==> src/rtl/pov_spi_receiver.sv <==
// pov_spi_receiver
//   SPI slave (mode 0, MSB first) that receives a 74-bit point-of-view packet
//   {px[14:0], py[14:0], fx[10:0], fy[10:0], vx[10:0], vy[10:0]} and holds it
//   pending until the next frame boundary, so the view never changes mid-frame.
//
// Ports
//   clk, reset          : system clock, async active-high reset
//   i_sclk/i_mosi/i_ss_n: SPI pins, asynchronous to clk
//   i_frame_start       : one-clk pulse at start of vblank
//   o_px..o_vy          : applied POV vector (registered)
//   o_pending           : complete packet waiting for a frame boundary
//   o_updated           : one-clk pulse when o_px..o_vy change
module pov_spi_receiver #(
    parameter int          POV_BITS = 74,
    parameter logic [14:0] RESET_PX = 15'h0300,
    parameter logic [14:0] RESET_PY = 15'h0300,
    parameter logic [10:0] RESET_FX = 11'h200,
    parameter logic [10:0] RESET_FY = 11'h000,
    parameter logic [10:0] RESET_VX = 11'h000,
    parameter logic [10:0] RESET_VY = 11'h700
) (
    input  logic        clk,
    input  logic        reset,
    input  logic        i_sclk,
    input  logic        i_mosi,
    input  logic        i_ss_n,
    input  logic        i_frame_start,
    output logic [14:0] o_px,
    output logic [14:0] o_py,
    output logic [10:0] o_fx,
    output logic [10:0] o_fy,
    output logic [10:0] o_vx,
    output logic [10:0] o_vy,
    output logic        o_pending,
    output logic        o_updated
);

    localparam int CW = $clog2(POV_BITS + 2);
    localparam logic [CW-1:0] CNT_FULL = CW'(POV_BITS);
    localparam logic [CW-1:0] CNT_SAT  = CW'(POV_BITS + 1);   // overrun marker

    localparam logic [0:0] S_IDLE  = 1'b0;
    localparam logic [0:0] S_SHIFT = 1'b1;

    localparam logic [POV_BITS-1:0] POV_RESET =
        {RESET_PX, RESET_PY, RESET_FX, RESET_FY, RESET_VX, RESET_VY};

    // ---------------- synchronisers ----------------
    logic sclk_s1_q, sclk_s2_q, sclk_prev_q;
    logic mosi_s1_q, mosi_s2_q;
    logic ss_s1_q, ss_s2_q, ss_prev_q;

    always_ff @(posedge clk or posedge reset) begin
        if (reset) begin
            sclk_s1_q   <= 1'b0;
            sclk_s2_q   <= 1'b0;
            sclk_prev_q <= 1'b0;
            mosi_s1_q   <= 1'b0;
            mosi_s2_q   <= 1'b0;
            ss_s1_q     <= 1'b1;
            ss_s2_q     <= 1'b1;
            ss_prev_q   <= 1'b1;
        end else begin
            sclk_s1_q   <= i_sclk;
            sclk_s2_q   <= sclk_s1_q;
            sclk_prev_q <= sclk_s2_q;
            mosi_s1_q   <= i_mosi;
            mosi_s2_q   <= mosi_s1_q;
            ss_s1_q     <= i_ss_n;
            ss_s2_q     <= ss_s1_q;
            ss_prev_q   <= ss_s2_q;
        end
    end

    logic sclk_rise, ss_fall, ss_rise;
    assign sclk_rise = sclk_s2_q & ~sclk_prev_q;
    assign ss_fall   = ~ss_s2_q & ss_prev_q;
    assign ss_rise   = ss_s2_q & ~ss_prev_q;

    // ---------------- receive FSM ----------------
    logic [0:0]          state_q, state_d;
    logic [CW-1:0]       cnt_q, cnt_d;
    logic [POV_BITS-1:0] shift_q, shift_d;
    logic                done_q, done_d;     // exact-length packet just closed
    logic [POV_BITS-1:0] pend_q, pend_d;
    logic [POV_BITS-1:0] pov_q, pov_d;
    logic                pending_q, pending_d;
    logic                updated_q, updated_d;

    always_comb begin
        state_d = state_q;
        cnt_d   = cnt_q;
        shift_d = shift_q;
        done_d  = 1'b0;
        case (state_q)
            S_IDLE: begin
                if (ss_fall) begin
                    state_d = S_SHIFT;
                    cnt_d   = '0;
                end
            end
            default: begin
                if (ss_rise) begin
                    state_d = S_IDLE;
                    done_d  = (cnt_q == CNT_FULL);
                end else if (sclk_rise) begin
                    shift_d = {shift_q[POV_BITS-2:0], mosi_s2_q};
                    if (cnt_q != CNT_SAT) cnt_d = cnt_q + 1'b1;
                end
            end
        endcase
    end

    // Apply path. The shift register is frozen in IDLE, so it can be copied to
    // the pending buffer one cycle after the ss_n rise. If a packet completes
    // on the same edge as frame_start, the old pending contents are applied
    // and the new packet stays pending.
    always_comb begin
        pend_d    = pend_q;
        pov_d     = pov_q;
        pending_d = pending_q;
        updated_d = 1'b0;
        if (i_frame_start && pending_q) begin
            pov_d     = pend_q;
            pending_d = 1'b0;
            updated_d = 1'b1;
        end
        if (done_q) begin
            pend_d    = shift_q;
            pending_d = 1'b1;
        end
    end

    always_ff @(posedge clk or posedge reset) begin
        if (reset) begin
            state_q   <= S_IDLE;
            cnt_q     <= '0;
            shift_q   <= '0;
            done_q    <= 1'b0;
            pend_q    <= '0;
            pov_q     <= POV_RESET;
            pending_q <= 1'b0;
            updated_q <= 1'b0;
        end else begin
            state_q   <= state_d;
            cnt_q     <= cnt_d;
            shift_q   <= shift_d;
            done_q    <= done_d;
            pend_q    <= pend_d;
            pov_q     <= pov_d;
            pending_q <= pending_d;
            updated_q <= updated_d;
        end
    end

    assign o_px      = pov_q[73:59];
    assign o_py      = pov_q[58:44];
    assign o_fx      = pov_q[43:33];
    assign o_fy      = pov_q[32:22];
    assign o_vx      = pov_q[21:11];
    assign o_vy      = pov_q[10:0];
    assign o_pending = pending_q;
    assign o_updated = updated_q;

endmodule

==> config.mk <==
export PLATFORM = sky130hd
export DESIGN_NAME = pov_spi_receiver
export DESIGN_NICKNAME = d
export VERILOG_FILES = /design/src/rtl/pov_spi_receiver.sv
export SDC_FILE = /design/constraint.sdc
export NUM_CORES = 1
export LEC_CHECK = 0
export CORE_ASPECT_RATIO = 0.6
export CORE_MARGIN = 2
export CORE_UTILIZATION = 57
export DETAILED_ROUTE_END_ITERATION = 8
export GPL_ROUTABILITY_DRIVEN = 0
export HOLD_SLACK_MARGIN = 0.05
export PLACE_DENSITY = 0.79
export RECOVER_POWER = 50
export SYNTH_ARGS = -nofsm -noshare
export SYNTH_HDL_FRONTEND = slang
export SYNTH_SLANG_ARGS = --single-unit
==> constraint.sdc <==
create_clock -name clk -period 9.4 [get_ports clk]
set_clock_uncertainty 0.2 [all_clocks]
set_input_delay 1.41 -clock clk [delete_from_list [all_inputs] [get_ports clk]]
set_output_delay 1.41 -clock clk [all_outputs]
set_load 0.01 [all_outputs]
======== Word level (Yosys, flattened, before mapping) ========
Cells that the tools add are included.
storage, ports and cells
  flip-flop bits (word level) ............. 241
  bits of input ports ..................... 6
operators by class
  add/subtract/negate cells ............... 1
  eq/ne operators ......................... 5
  multiplexer cells ....................... 13
  bitwise gates (word level) .............. 7
  reductions and logical operators ........ 5
operator list
  operator               count
  $mux W7                5
  $mux W1                8
  $add A7 B1 Y7 const B  1
  $eq A7 B7 Y1 const B   1
  $ne A7 B7 Y1 const B   1
  $ne A2 B2 Y1 const B   2
  $not A1 Y1             4
  $reduce_and A4 Y1      1
  $reduce_bool A2 Y1     2
  $and A1 B1 Y1          3
  $reduce_and A3 Y1      1
  $ne A2 B1 Y1 const B   1
  $logic_and A1 B1 Y1    1

======== Longest topological paths before layout ========
  word-level depth ........................ 5
  mapped depth ............................ 7
  gate-level depth less buffers ........... 5

======== Worst setup path before layout ========
Ideal clock, no wire load.
  path type ............................... input to register
  start ................................... in i_frame_start
  end ..................................... reg pov_q[11]
  arrival ................................. 2.240 ns
  setup slack ............................. 6.835 ns
  stages .................................. 4
  path buffers ............................ 2
  path through ............................ nand2_1 buf_2 buf_2 mux2_2
between the ends
  word-level cells in the longest chain between the ends .. 1
ends and longest elaborated chain
  item                  RTL line  RTL
  from (decl)           27        input logic i_frame_start,
  $logic_and A1 B1 Y1   123       if (i_frame_start && pending_q) begin
  to (signal assigned)  150       pov_q <= pov_d;
  to (decl)             86        logic [POV_BITS-1:0] pov_q, pov_d;
No other way between the ends.
A chain may end at the register's enable or synchronous reset.

======== Worst setup path in the final report ========
  start ................................... reg ss_s2_q
  end ..................................... reg shift_q[9]
between the ends
  word-level cells in the longest chain between the ends .. 3
ends and longest elaborated chain
  item                                RTL line  RTL
  from (decl)                         51        logic ss_s1_q, ss_s2_q, ss_prev_q;
  from (signal assigned)              70        ss_s2_q <= ss_s1_q;
  $and A1 B1 Y1                       78        assign ss_rise = ss_s2_q & ~ss_prev_q;
  $not A1 Y1 (no source line)         -
  $reduce_and A3 Y1 (no source line)  -
  to (signal assigned)                147       shift_q <= shift_d;
  to (decl)                           83        logic [POV_BITS-1:0] shift_q, shift_d;
No other way between the ends.

==> flow_summary.toml <==
[status]
status = "complete, but fails checks"
violations = "capacitance limit, slew limit"

[place]
dp_hpwl_microns = 8540
dpl_cell_area_sq_um = 10000
port_buffers = 81

[clocking]
hold_buffers = 0
clkTransAtPathRegs_ps = 70
clock_latency_ps = 490
cts_max_level = 1
tritoncts = "built"
postCtsSetupRepairBufs = 0
clk_path_buf_depth = 3
cts_buffers = 21
cts.sinks = 241
cts-root-buf = "clkbuf_16"
cts_resized = 0

[logic_synthesis]
synthCells = 539
synth.avg_cell_area_sq_um = 16.8
syn_nets = 547
ys_seq_elements = 241
synth-edff-count = 0
syn_area_sq_um = 9040
async_flop_share = 1.00
yosysUniqueCellTypes = 34
yosysWarnings = 0
synth_flop_cell = "dfrtp_1"
yosysSeqAreaShare = 0.669

[routing]
routedWlPerCell_microns = 17.1
remaining_drc_errors = 0
vias = 4558
via_per_inst = 5.45
ant_nets = 0
wl_microns = 14300
dr.first_iter.drc_count = 210
drtPass1Iterations = 4

[power]
p_total_mw = 1.95
ir_drop_uv = 94.8
power_density_nw_per_um2 = 184
leakagePower_nw = 5.30

[grt]
track_usage = 0.178
grt_pass1_wl_microns = 24400
grt_pass1_vias = 4792
grt_max_degree = 164
grt_antenna_before_repair = 0
gr-total-overflow = 0

[critical_path]
r2r_setup_slack_ps = 4740
start_kind = "flip-flop"
r2r_cells = 4
critPathBufInv = 1
cp.required_ps = 9560
reg2reg_from = "ss_s2_q"
cpLargestDelayFamily = "buffers and inverters"
arrival_ps = 4810
critical_path.max_stage_delay_ps = 2340
timing.rr.end = "shift_q[9]"
cp-end-kind = "flip-flop"
path_class = "reg -> reg"
worstPathCellList = "nand2b_1 > nand3_1 > clkbuf_1 > mux2_2"
cp_max_fo = 58
cp_slowest_cell = "clkbuf_1"

[die]
die_y_microns = 102
start_util = 0.587
placement_rows = 35
coreArea_sq_um = 15400
io_pins = 82
dieArea_sq_um = 16900
die_x_microns = 167

[sta]
min_period_over_period = 0.495
setup_viol = 0
finalSetupTns_ps = 0
final_hold_viol_count = 0
rsz0062_at_grt = "false"
max_slew_margin = -1.15
post-route-min-period_ps = 4660
holdWs_ps = 153
worstMarginPinSlew_ps = 3220
slew_viol_final = 135
fmax_ghz = 0.215

[worst_hold_path]
hp-start = "sclk_s1_q"
holdPathStages = 0
worstHoldEndpoint = "sclk_s2_q"
min_path_type = "reg -> reg"

[cells_and_area]
antenna_cells = 0
nNetsFinal = 628
syn2layout_area_growth_pct = 17.2
drive_gt1_frac = 0.413
fin_area_sq_um = 10600

[run]
drv_cap = 2
## final cells by class
type / instances / area, sq um
flip-flops and latches: 241 / 6040
fillers: 1065 / 4820
multi-input cells: 267 / 2810
repair buffers: 83 / 822
clock buffers: 34 / 594
well taps: 203 / 254
clock inverters: 3 / 40.0
inverters: 6 / 30.0
## synth_stat cells (2+ instances only)
cell / n / share of area
nand2_1: 6 / 0.0025
and2_1: 4 / 0.0028
nor3_1: 2 / 0.0011
mux2_2: 219 / 0.27
nand2b_1: 4 / 0.0028
mux2_1: 3 / 0.0037
o21ai_0: 2 / 0.0011
nand4_1: 2 / 0.0014
buf_6: 2 / 0.0025
buf_2: 17 / 0.0094
buf_4: 2 / 0.0017
dfrtp_1: 230 / 0.64
clkbuf_1: 4 / 0.0017
dfstp_2: 11 / 0.032
a21o_1: 2 / 0.0017
ha_1: 2 / 0.0028
nand3_1: 6 / 0.0033
inv_1: 5 / 0.0021
## through the flow
| step | utilization | setup WS, ps | std cells |
|---|---|---|---|
| 2_1_floorplan | - | 1190 | 539 |
| 3_3_place_gp | 0.649 | 5370 | 800 |
| 3_5_place_dp | 0.649 | 5310 | 800 |
| 4_1_cts | 0.690 | 5830 | 837 |
| 5_1_grt | 0.688 | 4400 | 837 |
| 6_report | 0.688 | 4740 | 837 |
## worst reg2reg max path: cells and delay by family, from the launching register on
family | cells | cell delay [ps]
buf+inv | 1 | 2350
simple gates | 2 | 920
flops | 1 | 530
mux | 1 | 530
## how the worst max path moves through the flow
stage / depth (start not counted) / from / endpoint
5_1_grt: 4 / ss_s2_q / shift_q[69]
2_1_floorplan: 1 / reset / cnt_q[0]
3_5_place_dp: 3 / reset / done_q
6_report: 4 / ss_s2_q / shift_q[9]
3_3_place_gp: 3 / reset / done_q
4_1_cts: 3 / reset / done_q
## routing by layer
metal  up-vias  global-route usage  share of wire
met5         -                   0              0
met4         0              0.0405          0.017
met3        21              0.0360          0.044
met2        95               0.272           0.44
met1      2373               0.270           0.50
li1       2069                   -              -
## power breakdown
part	total (mW)	switching [mW]	internal (mW)
sequential	1.08	0.0187	1.06
clock	0.809	0.349	0.459
combinational	0.0603	0.0368	0.0235
total	1.95	0.405	1.54
## layout by cell type (no fill, tap or decap), types with 2 or more instances in the layout
cell             instances
clkinv_2                 2
a21o_1                   2
dfrtp_1                230
and2_1                   3
ha_1                     2
clkdlybuf4s50_1         77
clkbuf_1                12
nor3_1                   2
clkbuf_16               21
nand4_1                  2
nand2b_1                 4
clkbuf_8                 2
dlygate4sd3_1            4
nand3_1                  7
dfstp_2                 10
nand2_1                  5
inv_1                    4
mux2_1                   3
o21ai_0                  2
mux2_2                 219
## cells by family (layout without fill, tap and decap cells)
logic type,Yosys count,in the layout,synth area share
flops,241,241,0.669
simple gates,31,31,0.0216
mux,222,222,0.277
compound gates,12,12,0.0129
fa+ha+maj,2,2,0.00277
buf+inv,31,126,0.0177
## registers in the layout (all words and copies together), names as in the netlist
signal	count
pend_q	74
pov_q	74
shift_q	74
cnt_q	7
done_q	1
mosi_s1_q	1
mosi_s2_q	1
o_pending	1
o_updated	1
sclk_prev_q	1
sclk_s1_q	1
sclk_s2_q	1
ss_prev_q	1
ss_s1_q	1
ss_s2_q	1
state_q	1
Note: power is estimated with default switching activity, not from simulation.
